## config.mk

```make
export PLATFORM = sky130hd
export DESIGN_NAME = acq_sequencer_flat
export DESIGN_NICKNAME = d
export VERILOG_FILES = /design/src/rtl/acq_sequencer_pkg.sv /design/src/rtl/acq_sequencer_if.sv /design/src/rtl/acq_frame_counter.sv /design/src/rtl/acq_sequencer.sv /design/src/flat_wrapper.sv
export SDC_FILE = /design/constraint.sdc
export NUM_CORES = 1
export LEC_CHECK = 0
export CORE_AREA = 2 2 69 71
export CTS_CLUSTER_SIZE = 24
export DETAILED_ROUTE_END_ITERATION = 12
export DIE_AREA = 0 0 71 73
export PLACE_DENSITY = 0.74
export SLEW_MARGIN = 20
export SYNTH_ARGS = -nofsm -noshare
export SYNTH_HDL_FRONTEND = slang
export SYNTH_SLANG_ARGS = --single-unit
```

## constraint.sdc

```tcl
create_clock -name clk -period 1.95 [get_ports clk]
set_clock_uncertainty 0.15 [all_clocks]
set_input_delay 0.195 -clock clk [delete_from_list [all_inputs] [get_ports clk]]
set_output_delay 0.195 -clock clk [all_outputs]
set_load 0.02 [all_outputs]
```

## src/rtl/acq_sequencer_pkg.sv

```systemverilog
// acq_sequencer_pkg
//   Shared types and constants for the acquisition sequencer slice.
//   - acq_state_t : sequencer FSM states (IDLE, ARM, CAPTURE)
//   - DEFAULT_*   : default address / frame-count widths
//   - all_ones()  : all-ones constant for a given bit width (up to 32 bits)
package acq_sequencer_pkg;

  localparam int DEFAULT_BRAM_WIDTH  = 13;
  localparam int DEFAULT_FRAME_WIDTH = 8;

  typedef enum logic [1:0] {
    IDLE    = 2'd0,
    ARM     = 2'd1,
    CAPTURE = 2'd2
  } acq_state_t;

  // Widths of 32 or more saturate to a full 32-bit all-ones word.
  // Callers cast the result down to the width they actually need.
  function automatic logic [31:0] all_ones(input int unsigned width);
    if (width >= 32) begin
      return 32'hFFFF_FFFF;
    end
    return (32'd1 << width) - 32'd1;
  endfunction

endpackage

```

## src/rtl/acq_sequencer_if.sv

```systemverilog
// acq_sequencer_if
//   Bundles the sequencer's control-register side and its BRAM write-port side.
//   Control side : start, abort, num_frames -> sequencer; busy, done, aborted <- sequencer
//   Datapath side: address -> sequencer; wen, wr_addr, first_frame, frame_idx <- sequencer
//   modport master : environment (control registers + datapath) driving the sequencer
//   modport slave  : the sequencer itself
interface acq_sequencer_if
  import acq_sequencer_pkg::*;
#(
  parameter int BRAM_WIDTH  = DEFAULT_BRAM_WIDTH,
  parameter int FRAME_WIDTH = DEFAULT_FRAME_WIDTH
);

  logic                   start;
  logic                   abort;
  logic [FRAME_WIDTH-1:0] num_frames;
  logic [BRAM_WIDTH-1:0]  address;

  logic                   wen;
  logic [BRAM_WIDTH-1:0]  wr_addr;
  logic                   first_frame;
  logic [FRAME_WIDTH-1:0] frame_idx;
  logic                   busy;
  logic                   done;
  logic                   aborted;

  modport master (
    output start, abort, num_frames, address,
    input  wen, wr_addr, first_frame, frame_idx, busy, done, aborted
  );

  modport slave (
    input  start, abort, num_frames, address,
    output wen, wr_addr, first_frame, frame_idx, busy, done, aborted
  );

endinterface

```

## src/rtl/acq_frame_counter.sv

```systemverilog
// acq_frame_counter
//   Sample counter (position inside a frame) and frame counter (which frame of
//   the sequence is being written). The FSM in acq_sequencer decides when to
//   clear and advance; this block only counts and reports the boundaries.
//   Ports:
//     clk, rst        : clock, synchronous active-high reset
//     clear_sample    : zero the sample counter (alignment edge)
//     clear_frame     : zero the frame counter (sequence start)
//     enable          : advance one sample; rolls into the next frame at the end
//     last_frame_idx  : index of the final frame of this sequence (frames-1)
//     sample_cnt      : current sample index within the frame
//     frame_idx       : current frame index
//     last_sample     : sample_cnt is at its all-ones value
//     last_frame      : frame_idx equals last_frame_idx
module acq_frame_counter
  import acq_sequencer_pkg::*;
#(
  parameter int BRAM_WIDTH  = DEFAULT_BRAM_WIDTH,
  parameter int FRAME_WIDTH = DEFAULT_FRAME_WIDTH
) (
  input  logic                   clk,
  input  logic                   rst,
  input  logic                   clear_sample,
  input  logic                   clear_frame,
  input  logic                   enable,
  input  logic [FRAME_WIDTH-1:0] last_frame_idx,
  output logic [BRAM_WIDTH-1:0]  sample_cnt,
  output logic [FRAME_WIDTH-1:0] frame_idx,
  output logic                   last_sample,
  output logic                   last_frame
);

  localparam logic [BRAM_WIDTH-1:0] SAMPLE_MAX = BRAM_WIDTH'(all_ones(BRAM_WIDTH));

  // The sample counter wraps naturally from all-ones to zero, which is what
  // makes consecutive frames contiguous. The frame counter only steps on that
  // wrap and never past the final frame, so it still shows the last frame
  // index after a sequence completes.
  always_ff @(posedge clk) begin
    if (rst) begin
      sample_cnt <= '0;
      frame_idx  <= '0;
    end else begin
      if (clear_sample) begin
        sample_cnt <= '0;
      end else if (enable) begin
        sample_cnt <= sample_cnt + BRAM_WIDTH'(1);
      end

      if (clear_frame) begin
        frame_idx <= '0;
      end else if (enable && last_sample && !last_frame) begin
        frame_idx <= frame_idx + FRAME_WIDTH'(1);
      end
    end
  end

  assign last_sample = (sample_cnt == SAMPLE_MAX);
  assign last_frame  = (frame_idx == last_frame_idx);

endmodule

```

## src/rtl/acq_sequencer.sv

```systemverilog
// acq_sequencer
//   Acquisition sequencer for the BRAM capture path. A start request arms the
//   block; it then waits for the free-running datapath address to wrap to zero
//   and asserts the BRAM write enable for whole frames, back-to-back, for the
//   configured number of frames so a downstream accumulator can average them.
//   Ports:
//     clk, rst : clock, synchronous active-high reset
//     bus      : acq_sequencer_if.slave
//                in : start, abort (priority over start), num_frames, address
//                out: wen, wr_addr, first_frame, frame_idx, busy, done, aborted
module acq_sequencer
  import acq_sequencer_pkg::*;
#(
  parameter int BRAM_WIDTH  = DEFAULT_BRAM_WIDTH,
  parameter int FRAME_WIDTH = DEFAULT_FRAME_WIDTH
) (
  input  logic          clk,
  input  logic          rst,
  acq_sequencer_if.slave bus
);

  logic                   start;
  logic                   abort;
  logic [FRAME_WIDTH-1:0] num_frames;
  logic [BRAM_WIDTH-1:0]  address;

  acq_state_t             state_q;
  acq_state_t             state_d;
  logic [FRAME_WIDTH-1:0] last_frame_idx_q;
  logic                   wen_q;
  logic                   busy_q;
  logic                   done_q;
  logic                   aborted_q;

  logic                   done_d;
  logic                   aborted_d;
  logic                   seq_start;
  logic                   cnt_clear_sample;
  logic                   cnt_enable;

  logic [BRAM_WIDTH-1:0]  sample_cnt;
  logic [FRAME_WIDTH-1:0] frame_idx;
  logic                   last_sample;
  logic                   last_frame;

  assign start      = bus.start;
  assign abort      = bus.abort;
  assign num_frames = bus.num_frames;
  assign address    = bus.address;

  acq_frame_counter #(
    .BRAM_WIDTH  (BRAM_WIDTH),
    .FRAME_WIDTH (FRAME_WIDTH)
  ) u_frame_counter (
    .clk            (clk),
    .rst            (rst),
    .clear_sample   (cnt_clear_sample),
    .clear_frame    (seq_start),
    .enable         (cnt_enable),
    .last_frame_idx (last_frame_idx_q),
    .sample_cnt     (sample_cnt),
    .frame_idx      (frame_idx),
    .last_sample    (last_sample),
    .last_frame     (last_frame)
  );

  // Next-state and counter control. Abort wins over everything in ARM and
  // CAPTURE; in IDLE an abort only suppresses a simultaneous start. The
  // address is deliberately ignored in IDLE, so a zero address on the same
  // edge that leaves IDLE does not align the capture.
  always_comb begin
    state_d          = state_q;
    done_d           = 1'b0;
    aborted_d        = 1'b0;
    seq_start        = 1'b0;
    cnt_clear_sample = 1'b0;
    cnt_enable       = 1'b0;

    case (state_q)
      IDLE: begin
        if (start && !abort) begin
          seq_start = 1'b1;
          state_d   = ARM;
        end
      end

      ARM: begin
        if (abort) begin
          aborted_d = 1'b1;
          state_d   = IDLE;
        end else if (address == '0) begin
          cnt_clear_sample = 1'b1;
          state_d          = CAPTURE;
        end
      end

      CAPTURE: begin
        if (abort) begin
          aborted_d = 1'b1;
          state_d   = IDLE;
        end else begin
          cnt_enable = 1'b1;
          if (last_sample && last_frame) begin
            done_d  = 1'b1;
            state_d = IDLE;
          end
        end
      end

      default: begin
        state_d = IDLE;
      end
    endcase
  end

  // State and registered outputs. wen and busy are decoded from the next
  // state so they change on the same edge as the state itself. The frame
  // count is captured as frames-1 (with 0 treated as 1) so the end-of-sequence
  // test is a plain equality against the frame counter.
  always_ff @(posedge clk) begin
    if (rst) begin
      state_q          <= IDLE;
      last_frame_idx_q <= '0;
      wen_q            <= 1'b0;
      busy_q           <= 1'b0;
      done_q           <= 1'b0;
      aborted_q        <= 1'b0;
    end else begin
      state_q   <= state_d;
      wen_q     <= (state_d == CAPTURE);
      busy_q    <= (state_d != IDLE);
      done_q    <= done_d;
      aborted_q <= aborted_d;
      if (seq_start) begin
        last_frame_idx_q <= (num_frames == '0) ? '0 : num_frames - FRAME_WIDTH'(1);
      end
    end
  end

  assign bus.wen         = wen_q;
  assign bus.wr_addr     = sample_cnt;
  assign bus.first_frame = wen_q && (frame_idx == '0);
  assign bus.frame_idx   = frame_idx;
  assign bus.busy        = busy_q;
  assign bus.done        = done_q;
  assign bus.aborted     = aborted_q;

endmodule

```

## src/flat_wrapper.sv

```systemverilog
// flat-port wrapper written by rule: the top's interface ports become plain ports
module acq_sequencer_flat import acq_sequencer_pkg::*;
#(
  parameter int BRAM_WIDTH  = DEFAULT_BRAM_WIDTH,
  parameter int FRAME_WIDTH = DEFAULT_FRAME_WIDTH
)
  (clk, rst, bus_start, bus_abort, bus_num_frames, bus_address, bus_wen, bus_wr_addr, bus_first_frame, bus_frame_idx, bus_busy, bus_done, bus_aborted);
  acq_sequencer_if #(.BRAM_WIDTH(BRAM_WIDTH), .FRAME_WIDTH(FRAME_WIDTH)) bus_i ();
  input  logic clk;
  input  logic rst;
  input wire logic [$bits(bus_i.start)-1:0] bus_start;
  input wire logic [$bits(bus_i.abort)-1:0] bus_abort;
  input wire logic [$bits(bus_i.num_frames)-1:0] bus_num_frames;
  input wire logic [$bits(bus_i.address)-1:0] bus_address;
  output wire logic [$bits(bus_i.wen)-1:0] bus_wen;
  output wire logic [$bits(bus_i.wr_addr)-1:0] bus_wr_addr;
  output wire logic [$bits(bus_i.first_frame)-1:0] bus_first_frame;
  output wire logic [$bits(bus_i.frame_idx)-1:0] bus_frame_idx;
  output wire logic [$bits(bus_i.busy)-1:0] bus_busy;
  output wire logic [$bits(bus_i.done)-1:0] bus_done;
  output wire logic [$bits(bus_i.aborted)-1:0] bus_aborted;
  assign bus_i.start = bus_start;
  assign bus_i.abort = bus_abort;
  assign bus_i.num_frames = bus_num_frames;
  assign bus_i.address = bus_address;
  assign bus_wen = bus_i.wen;
  assign bus_wr_addr = bus_i.wr_addr;
  assign bus_first_frame = bus_i.first_frame;
  assign bus_frame_idx = bus_i.frame_idx;
  assign bus_busy = bus_i.busy;
  assign bus_done = bus_i.done;
  assign bus_aborted = bus_i.aborted;
  acq_sequencer #(.BRAM_WIDTH(BRAM_WIDTH), .FRAME_WIDTH(FRAME_WIDTH)) u_core (.clk(clk), .rst(rst), .bus(bus_i));
endmodule
```

==> flow_summary.yaml <==
sta:
  min_period_ps: 1970
  slew_viol_final: 0
  setup_tns_ps: -23.7
  max_freq_ghz: 0.507
  setup_violations: 2
  post-route-period-util_pct: 101
  worst_pin_slew_ps: 439
  rsz0062_at_grt: "true"
  max_slew_margin_pct: 70.5
  setup_ws_ps: -23.4
  hold_viol: 0
cts:
  cts_tree: "built"
  cts.path.max_buffers: 2
  clk_latency_ps: 290
  clkTransAtPathRegs_ps: 70
  clock_sinks: 35
  ctsRootBufferMaster: "clkbuf_8"
  h-tree-depth: 2
  cts_buffers: 5
  holdBufCountCts: 0
floorplan:
  ios: 51
  core-area_um2: 4540
  die_x_um: 71
  dieArea_um2: 5180
  rows: 25
  die_y_um: 73
  start_util_pct: 40.9
synthesis:
  syn_inst: 216
  yosys_register_bits: 35
  synth_edf_count: 0
  ys_types: 41
  synth.cell_area_um2: 1860
  yosys_most_used_dff: "dfxtp_1"
  syn_area_per_cell_um2: 8.60
  yosysSeqAreaShare_pct: 37.7
  syn-num-nets: 249
  async_flop_share_pct: 0
  netlist_top_cells_count: "dfxtp_1, nand2_1, nor2_1"
  synth.most_common_cell: "dfxtp_1"
  synth_top_area_cell: "dfxtp_1"
  yosysWarnings: 0
  synth_top_area_share_pct: 37.7
  synth_area_leaders: "dfxtp_1, xor2_1, nand2_1"
placement:
  dp_slack_ps: -68.6
  gp_congestion: 0.810
  dp.cells: 352
  placed_cell_area_um2: 2740
  portBuffers: 50
  dp_hpwl_um: 3390
power:
  p_per_area_nw_per_um2: 543
  report.power.total_mw: 1.61
  p_leak_nw: 1.21
  irDropWorstVdd_uv: 383
finish:
  nNetsFinal: 342
  fin_cells: 364
  syn_to_final_growth_pct: 59.4
  diodes: 0
  design_area_um2: 2960
  drive_gt1_share_pct: 25.5
critical_path:
  rrSetupSlack_ps: -20
  path_max_fanout: 5
  max_stage_delay_ps: 550
  start_kind: "flip-flop"
  cp.required_ps: 1980
  crit_arrival_ps: 2010
  cpMaxStageDelayCell: "or4_4"
  worstPathCellList: "nand4_4, or4_4, a211oi_4, buf_12, a31oi_1, a41o_1"
  cp-end-kind: "flip-flop"
  critPathKind: "flip-flop to flip-flop"
detailed_routing:
  wl_per_cell_um: 13.0
  wl_um: 4750
  dr.pass1.iters: 4
  drtIter0Drc: 158
  antenna_left: 0
  vias: 1826
  post-route-drc-count: 0
  avgViaCountPerCell: 5.02
status:
  violations: "setup timing"
  status: "complete, but fails checks"
min_path:
  hp-class: "flip-flop to flip-flop"
global_routing:
  met2_usage_pct: 33.4
  grt_pass1_wl_um: 7890
  gr-total-overflow: 0
  grtUsageMet1_pct: 23.5
  grt_usage_pct: 18.9
  grt_max_degree: 14
  antenna_found_initial: 0
  grt-busiest-layer: "met2"
  grt_pass1_vias: 1801
  grt.met3_usage_pct: 4.70
job:
  max-cap-violations: 0
-- critical path, delay by kind of cell, from the launching register on --
family                 cells  cell delay, ps
AOI/OAI and AO/OA          3             540
buffers and inverters      1             150
DFF                        1             360
and+or+nand+nor            2             670
-- layer usage --
metal / share of wire (%) / vias to the layer above
met3: 4.9 / 5
met1: 44 / 831
met2: 50 / 45
li1: - / 945
met4: 0.70 / 0
met5: 0 / -
-- sequential cells by signal, indices dropped and copies added (netlist names) --
register	count
u_core.u_frame_counter.frame_idx	8
u_core.last_frame_idx_q	8
u_core.bus.busy	1
u_core.bus.wen	1
u_core.u_frame_counter.sample_cnt	13
u_core.bus.done	1
u_core.bus.aborted	1
u_core.state_q	2
-- per-stage QoR --
stage	util, %	hold WS [ps]
after floorplan	-	160
after global placement	60.3	308
after detailed placement	60.3	316
after CTS	64.5	333
after global routing	65.2	353
final	65.2	329
-- placed cells by master, fill, tap and decap left out, types with 2 or more instances in the layout --
cell type	Yosys	routed
inv_1	9	9
o21ai_0	12	12
ha_1	8	7
clkbuf_8	0	6
and2_1	3	3
dfxtp_1	35	23
buf_6	1	2
clkdlybuf4s50_1	0	49
xor2_1	16	15
nand2_1	28	28
a41o_1	2	2
buf_12	0	2
nand3_1	3	2
nor2b_1	2	2
nor3_1	6	6
nand4_1	4	4
a31o_1	3	3
and3_1	2	2
buf_4	0	37
nand4b_1	2	2
a21oi_1	8	7
nand2b_1	4	3
or4_1	2	2
or3_1	3	3
nor4_1	6	5
dfxtp_2	0	10
dfxtp_4	0	2
nor4_2	2	2
xnor2_1	9	8
nor2_1	25	25
-- power breakdown --
group	internal, mW	total (mW)	switching, mW	leakage, nW
logic	0.103	0.190	0.0866	0.856
registers	0.724	0.732	0.00772	0.290
clock network	0.414	0.683	0.269	0.0612
-- path summary, 6_finish.rpt --
kind / start / endpoint / cells past startpoint
max reg2reg: u_core.u_frame_counter.sample_cnt[7] / u_core.u_frame_counter.frame_idx[6] / 6
min: u_core.last_frame_idx_q[0] / u_core.last_frame_idx_q[0] / 2
max: u_core.u_frame_counter.sample_cnt[7] / u_core.u_frame_counter.frame_idx[6] / 6
min reg2reg: u_core.last_frame_idx_q[0] / u_core.last_frame_idx_q[0] / 2
-- logic make-up (layout without fill, tap and decap cells) --
logic type | after synthesis | in the layout | synth area share, %
AOI/OAI and AO/OA | 35 | 35 | 12.9
xor gates and xnor gates | 25 | 25 | 11.8
adders and majority gates | 8 | 8 | 5.39
buffers and inverters | 14 | 108 | 3.57
DFF | 35 | 35 | 37.7
and+or+nand+nor | 99 | 99 | 28.6
-- area by class of cell --
cell class | instances | area (µm²)
tap | 54 | 67.6
multi-input combinational | 167 | 1180
fill | 393 | 1580
clock buffer | 6 | 82.6
timing repair buffer | 91 | 836
sequential | 35 | 721
inverter | 9 | 33.8
clock inverter | 2 | 35.0
-- repair_timing --
| action | in CTS | in global routing |
|---|---|---|
| setup endpoints to repair | 6 | 12 |
| pin swaps | 9 | 6 |
| cloned | 1 | 0 |
| gates resized for setup | 7 | 14 |
| setup buffers | 4 | 0 |
(Power assumes the default switching activity.)
